`config.mk`:
```
export PLATFORM = sky130hd
export DESIGN_NAME = gray_rd_arbiter
export DESIGN_NICKNAME = d
export VERILOG_FILES = /design/src/rtl/gray_rd_arbiter.sv
export SDC_FILE = /design/constraint.sdc
export NUM_CORES = 1
export LEC_CHECK = 0
export CAP_MARGIN = 20
export CORE_ASPECT_RATIO = 1.75
export CORE_UTILIZATION = 45
export CTS_CLUSTER_DIAMETER = 150
export DETAILED_ROUTE_END_ITERATION = 10
export GPL_TIMING_DRIVEN = 0
export PLACE_DENSITY = 0.94
export SYNTH_ARGS = -nofsm -noshare
export SYNTH_HDL_FRONTEND = slang
export SYNTH_SLANG_ARGS = --single-unit
```
`constraint.sdc`:
```
create_clock -name clk -period 6.3 [get_ports clk]
set_input_delay 0.63 -clock clk [delete_from_list [all_inputs] [get_ports clk]]
set_output_delay 0.63 -clock clk [all_outputs]
set_load 0.05 [all_outputs]
```
`src/rtl/gray_rd_arbiter.sv`:
```
// gray_rd_arbiter
// Shares the single gray-image read port between two pixel engines.
// Round-robin arbitration with an optional lock, capped at MAX_BURST
// consecutive locked grants. Every issued read carries a requester tag
// through an RD_LAT-deep pipe so the returned pixel goes back to its owner.
//
// Ports
//   clk, reset            clock (rising edge), synchronous active-high reset
//   req0/lock0/addr0      requester 0: read request, keep-ownership hint, address
//   gnt0                  combinational grant for requester 0
//   rdata0/rvalid0        returned pixel for requester 0, one-cycle valid pulse
//   req1 ... rvalid1      same set for requester 1
//   gray_addr/gray_req    registered memory read address / strobe
//   gray_ready            memory can accept a read this cycle
//   gray_data             memory read data, valid RD_LAT cycles after the grant
//   owner                 registered lock status: 00 none, 01 req0, 10 req1
module gray_rd_arbiter #(
   parameter int AW        = 14,
   parameter int DW        = 8,
   parameter int RD_LAT    = 1,
   parameter int MAX_BURST = 9
) (
   input  logic          clk,
   input  logic          reset,
   input  logic          req0,
   input  logic          lock0,
   input  logic [AW-1:0] addr0,
   output logic          gnt0,
   output logic [DW-1:0] rdata0,
   output logic          rvalid0,
   input  logic          req1,
   input  logic          lock1,
   input  logic [AW-1:0] addr1,
   output logic          gnt1,
   output logic [DW-1:0] rdata1,
   output logic          rvalid1,
   output logic [AW-1:0] gray_addr,
   output logic          gray_req,
   input  logic          gray_ready,
   input  logic [DW-1:0] gray_data,
   output logic [1:0]    owner
);

   localparam int CW = $clog2(MAX_BURST + 1);

   // The state encoding doubles as the owner code.
   typedef enum logic [1:0] {
      ST_FREE  = 2'b00,
      ST_LOCK0 = 2'b01,
      ST_LOCK1 = 2'b10
   } state_t;

   state_t        state_reg, state_next;
   logic          rr_ptr_reg, rr_ptr_next;   // 0: req0 favoured, 1: req1 favoured
   logic [CW-1:0] count_reg, count_next;     // beats granted in the current lock

   logic          arb_free;                  // this cycle is arbitrated normally
   logic          pref;                      // side that wins a tie this cycle

   // Tag pipe: valid bit and requester id for each read in flight.
   logic          tag_vld_reg [RD_LAT];
   logic          tag_id_reg  [RD_LAT];
   logic          ret_vld;
   logic          ret_id;

   // ------------------------------------------------------------------
   // State register
   // ------------------------------------------------------------------
   always_ff @(posedge clk) begin
      if (reset) begin
         state_reg  <= ST_FREE;
         rr_ptr_reg <= 1'b0;
         count_reg  <= '0;
      end else begin
         state_reg  <= state_next;
         rr_ptr_reg <= rr_ptr_next;
         count_reg  <= count_next;
      end
   end

   assign owner = state_reg;

   // ------------------------------------------------------------------
   // Grant and next-state logic
   // ------------------------------------------------------------------
   always_comb begin
      state_next  = state_reg;
      rr_ptr_next = rr_ptr_reg;
      count_next  = count_reg;
      gnt0        = 1'b0;
      gnt1        = 1'b0;
      arb_free    = 1'b1;
      pref        = rr_ptr_reg;

      // Without gray_ready nothing is granted and all state holds.
      if (gray_ready) begin
         case (state_reg)
            ST_LOCK0: begin
               if (req0 && (count_reg < CW'(MAX_BURST))) begin
                  arb_free = 1'b0;
                  gnt0     = 1'b1;
               end else if (req0) begin
                  // Burst cap reached: the other side gets first claim.
                  pref = 1'b1;
               end
            end
            ST_LOCK1: begin
               if (req1 && (count_reg < CW'(MAX_BURST))) begin
                  arb_free = 1'b0;
                  gnt1     = 1'b1;
               end else if (req1) begin
                  pref = 1'b0;
               end
            end
            default: ;
         endcase

         // A dropped request or an expired burst falls through to normal
         // arbitration within the same cycle.
         if (arb_free) begin
            if (req0 && (!req1 || !pref)) begin
               gnt0 = 1'b1;
            end else if (req1) begin
               gnt1 = 1'b1;
            end
         end

         if (gnt0) begin
            rr_ptr_next = 1'b1;
            if (lock0) begin
               state_next = ST_LOCK0;
               count_next = arb_free ? CW'(1) : count_reg + CW'(1);
            end else begin
               state_next = ST_FREE;
               count_next = '0;
            end
         end else if (gnt1) begin
            rr_ptr_next = 1'b0;
            if (lock1) begin
               state_next = ST_LOCK1;
               count_next = arb_free ? CW'(1) : count_reg + CW'(1);
            end else begin
               state_next = ST_FREE;
               count_next = '0;
            end
         end else begin
            state_next = ST_FREE;
            count_next = '0;
         end
      end
   end

   // ------------------------------------------------------------------
   // Read issue
   // ------------------------------------------------------------------
   always_ff @(posedge clk) begin
      if (reset) begin
         gray_req  <= 1'b0;
         gray_addr <= '0;
      end else begin
         gray_req <= gnt0 | gnt1;
         if (gnt0) begin
            gray_addr <= addr0;
         end else if (gnt1) begin
            gray_addr <= addr1;
         end
      end
   end

   // ------------------------------------------------------------------
   // Tag pipe: stage k holds the tag of the read granted k+1 cycles ago,
   // so the last stage lines up with gray_data of that read.
   // ------------------------------------------------------------------
   always_ff @(posedge clk) begin
      if (reset) begin
         for (int i = 0; i < RD_LAT; i++) begin
            tag_vld_reg[i] <= 1'b0;
            tag_id_reg[i]  <= 1'b0;
         end
      end else begin
         tag_vld_reg[0] <= gnt0 | gnt1;
         tag_id_reg[0]  <= gnt1;
         for (int i = 1; i < RD_LAT; i++) begin
            tag_vld_reg[i] <= tag_vld_reg[i-1];
            tag_id_reg[i]  <= tag_id_reg[i-1];
         end
      end
   end

   assign ret_vld = tag_vld_reg[RD_LAT-1];
   assign ret_id  = tag_id_reg[RD_LAT-1];

   // ------------------------------------------------------------------
   // Return routing
   // ------------------------------------------------------------------
   always_ff @(posedge clk) begin
      if (reset) begin
         rdata0  <= '0;
         rdata1  <= '0;
         rvalid0 <= 1'b0;
         rvalid1 <= 1'b0;
      end else begin
         rvalid0 <= ret_vld & ~ret_id;
         rvalid1 <= ret_vld & ret_id;
         if (ret_vld && !ret_id) begin
            rdata0 <= gray_data;
         end
         if (ret_vld && ret_id) begin
            rdata1 <= gray_data;
         end
      end
   end

endmodule

```
==> impl_metrics.toml <==
[yosys]
synth_cell_types = 36
synth-main-ff-cell = "dfxtp_1"
synth_xor_area_frac = 0
async_flop_share = 0
synth_simple_gate_area_frac = 0.226
synth_compound_area_frac = 0.205
yosys_warnings = 0
synth_fa_ha_area_frac = 0.0268
synth_edf_count = 0
avgSynthCellArea_um2 = 8.31
syn_area_um2 = 1870
muxShareOfSynthArea = 0.0535
ys_seq_elements = 41
ys_seq_area_frac = 0.439
synth_nets = 272
synth_top_family_by_area = "simple AND/OR/NAND/NOR gates"
synthCells = 225

[route]
drt_wl_total_um = 5070
ant_nets = 0
drc = 0
dr.pass1.iters = 5
dr_total_vias = 1939
wl_per_cell_um = 14.1
routed_via_density = 5.40
drt_iter0_drc = 60

[finish]
num-fill-cells = 308
area_growth_pct = 51.4
reg_top3 = "gray_addr: 14 flops, rdata0: 8 flops, rdata1: 8 flops"
fin_util = 0.718
layout-drive-gt1-share = 0.0418
largest_reg_flops = 14
final_cell_mix = "clkdlybuf4s50_1, dfxtp_1, nand2_1"
final_common_cell = "clkdlybuf4s50_1"
fin_nets = 357
top_register = "gray_addr"
insertedDiodeCount = 0

[clock_network]
ctsResizeCount = 0
clk_latency_ps = 290
cts-root-buf = "clkbuf_8"
cts_buffers = 5
clockBufferDepth = 2
ctsHtreeMaxLevel = 2
cts_tree = "yes"
cts_hold_buf = 0
cts.sinks = 41
postCtsSetupRepairBufs = 0
clk_pin_slew_ps = 80

[worst_setup_path]
startpoint_type = "input pin"
crit_path_end_kind = "output port"
crit_arrival_ps = 3170
crit_fanout = 5
critPathRequiredTime_ps = 5670
crit_type = "input pin to output port"

[floorplan]
dieArea_um2 = 4430
fp.dieW_um = 50.7
io_pins = 80
start_util = 0.475
fp.coreArea_um2 = 3940
die_h_um = 87.3
num_rows = 30

[sta]
worst_clock_skew_ps = 3.94
whs_ps = 457
slew-limit-headroom = 0.629
rsz0062_at_grt = "no"
layout_min_cycle_time_ps = 3800
slew_violations = 0
fin_tns_setup_ps = 0
fin_crit_sh = 0.604
setup_ws_ps = 2500
report.final.hold_viol_count = 0
max_freq_mhz = 263
tightest_slew_ps = 551
setup_viol = 0

[pwr]
ir_drop_uv = 208
p_leak_uw = 0.00101
p_per_area_nw_per_um2 = 243

[global_routing]
antenna_found_initial = 0
grt_pass1_wl_um = 8190
grt_pass1_vias = 1875
grt_max_degree = 14
overflow = 0
grt.total_usage = 0.247

[run]
drv_cap = 0

[outcome]
outcome = "completed"

[placed_design]
dpl_worst_slack_ps = 2550
place_congestion = 0.964
io_buffers = 78
dpl.hpwl_um = 3890

[min_path]
worstHoldPathType = "register to register"
## where the power goes
part           internal (uW)  total, uW  switching (uW)  leakage, uW
sequential               274        282            8.55     0.000335
clock                    129        219            90.7    0.0000574
combinational           76.2        187             111     0.000614
## worst max-delay path, cell delays in order
cell	delay [ps]
clkdlybuf4s50_1	570
inv_1	80
nor3_1	260
a211oi_1	140
o21ai_0	490
and2_1	200
clkdlybuf4s50_1	800
## cell families after synthesis
logic type	Yosys count
AO/OA/AOI/OAI	57
multiplexers	10
AND/OR/NAND/NOR	91
buffers and inverters	22
flip-flops	41
adder cells (fa/ha/maj)	4
## routing by layer
metal	up-vias	GRT usage	part of all wire
met4	0	0.119	0.024
met2	102	0.470	0.53
li1	962	-	-
met1	861	0.237	0.38
met3	14	0.0628	0.065
met5	-	0	0
## stage by stage
| stage | cells | power (uW) | cell area [um2] |
|---|---|---|---|
| finish | 359 | 689 | 2830 |
| global route | 359 | 718 | 2830 |
| CTS | 359 | 693 | 2830 |
| detailed placement | 351 | 475 | 2710 |
| global placement | 351 | 471 | 2710 |
| floorplan | 225 | 402 | 1870 |
## Yosys cell counts (all sizes together) (2+ instances only)
master	count	area share
a211oi	12	0.048
dfxtp	41	0.44
nand2b	5	0.017
inv	8	0.016
a2111oi	6	0.033
buf	2	0.010
a211o	2	0.0094
nor3b	5	0.020
o21ai	7	0.019
mux2i	10	0.054
ha	4	0.027
nand3	13	0.035
a21oi	24	0.070
clkbuf	12	0.024
nor2	25	0.050
nand2	29	0.058
nor3	5	0.013
nor2b	3	0.010
## cell type report
| class | instances | area (um2) | area share |
|---|---|---|---|
| Timing Repair Buffer | 78 | 781 | 0.276 |
| Buffer | 14 | 63.8 | 0.0225 |
| Inverter | 8 | 30.0 | 0.0106 |
| Multi-Input combinational cell | 162 | 956 | 0.338 |
| Tap cell | 48 | 60.1 | 0.0212 |
| Sequential cell | 41 | 821 | 0.290 |
| Clock buffer | 6 | 82.6 | 0.0292 |
| Clock inverter | 2 | 37.5 | 0.0133 |
## path summary, 6_finish.rpt
kind | cells past startpoint | endpoint | slack [ps] | startpoint
setup / recovery | 7 | gnt0 | 2500 | req0
hold / removal | 2 | rdata1[2]$_SDFFE_PP0P_ | 460 | rdata1[2]$_SDFFE_PP0P_
setup reg to reg | 7 | gray_addr[10]$_SDFFE_PP0P_ | 3790 | owner[0]$_SDFFE_PP0P_
hold reg to reg | 2 | rdata1[2]$_SDFFE_PP0P_ | 460 | rdata1[2]$_SDFFE_PP0P_
No activity file was read; power rests on OpenSTA's default activity.
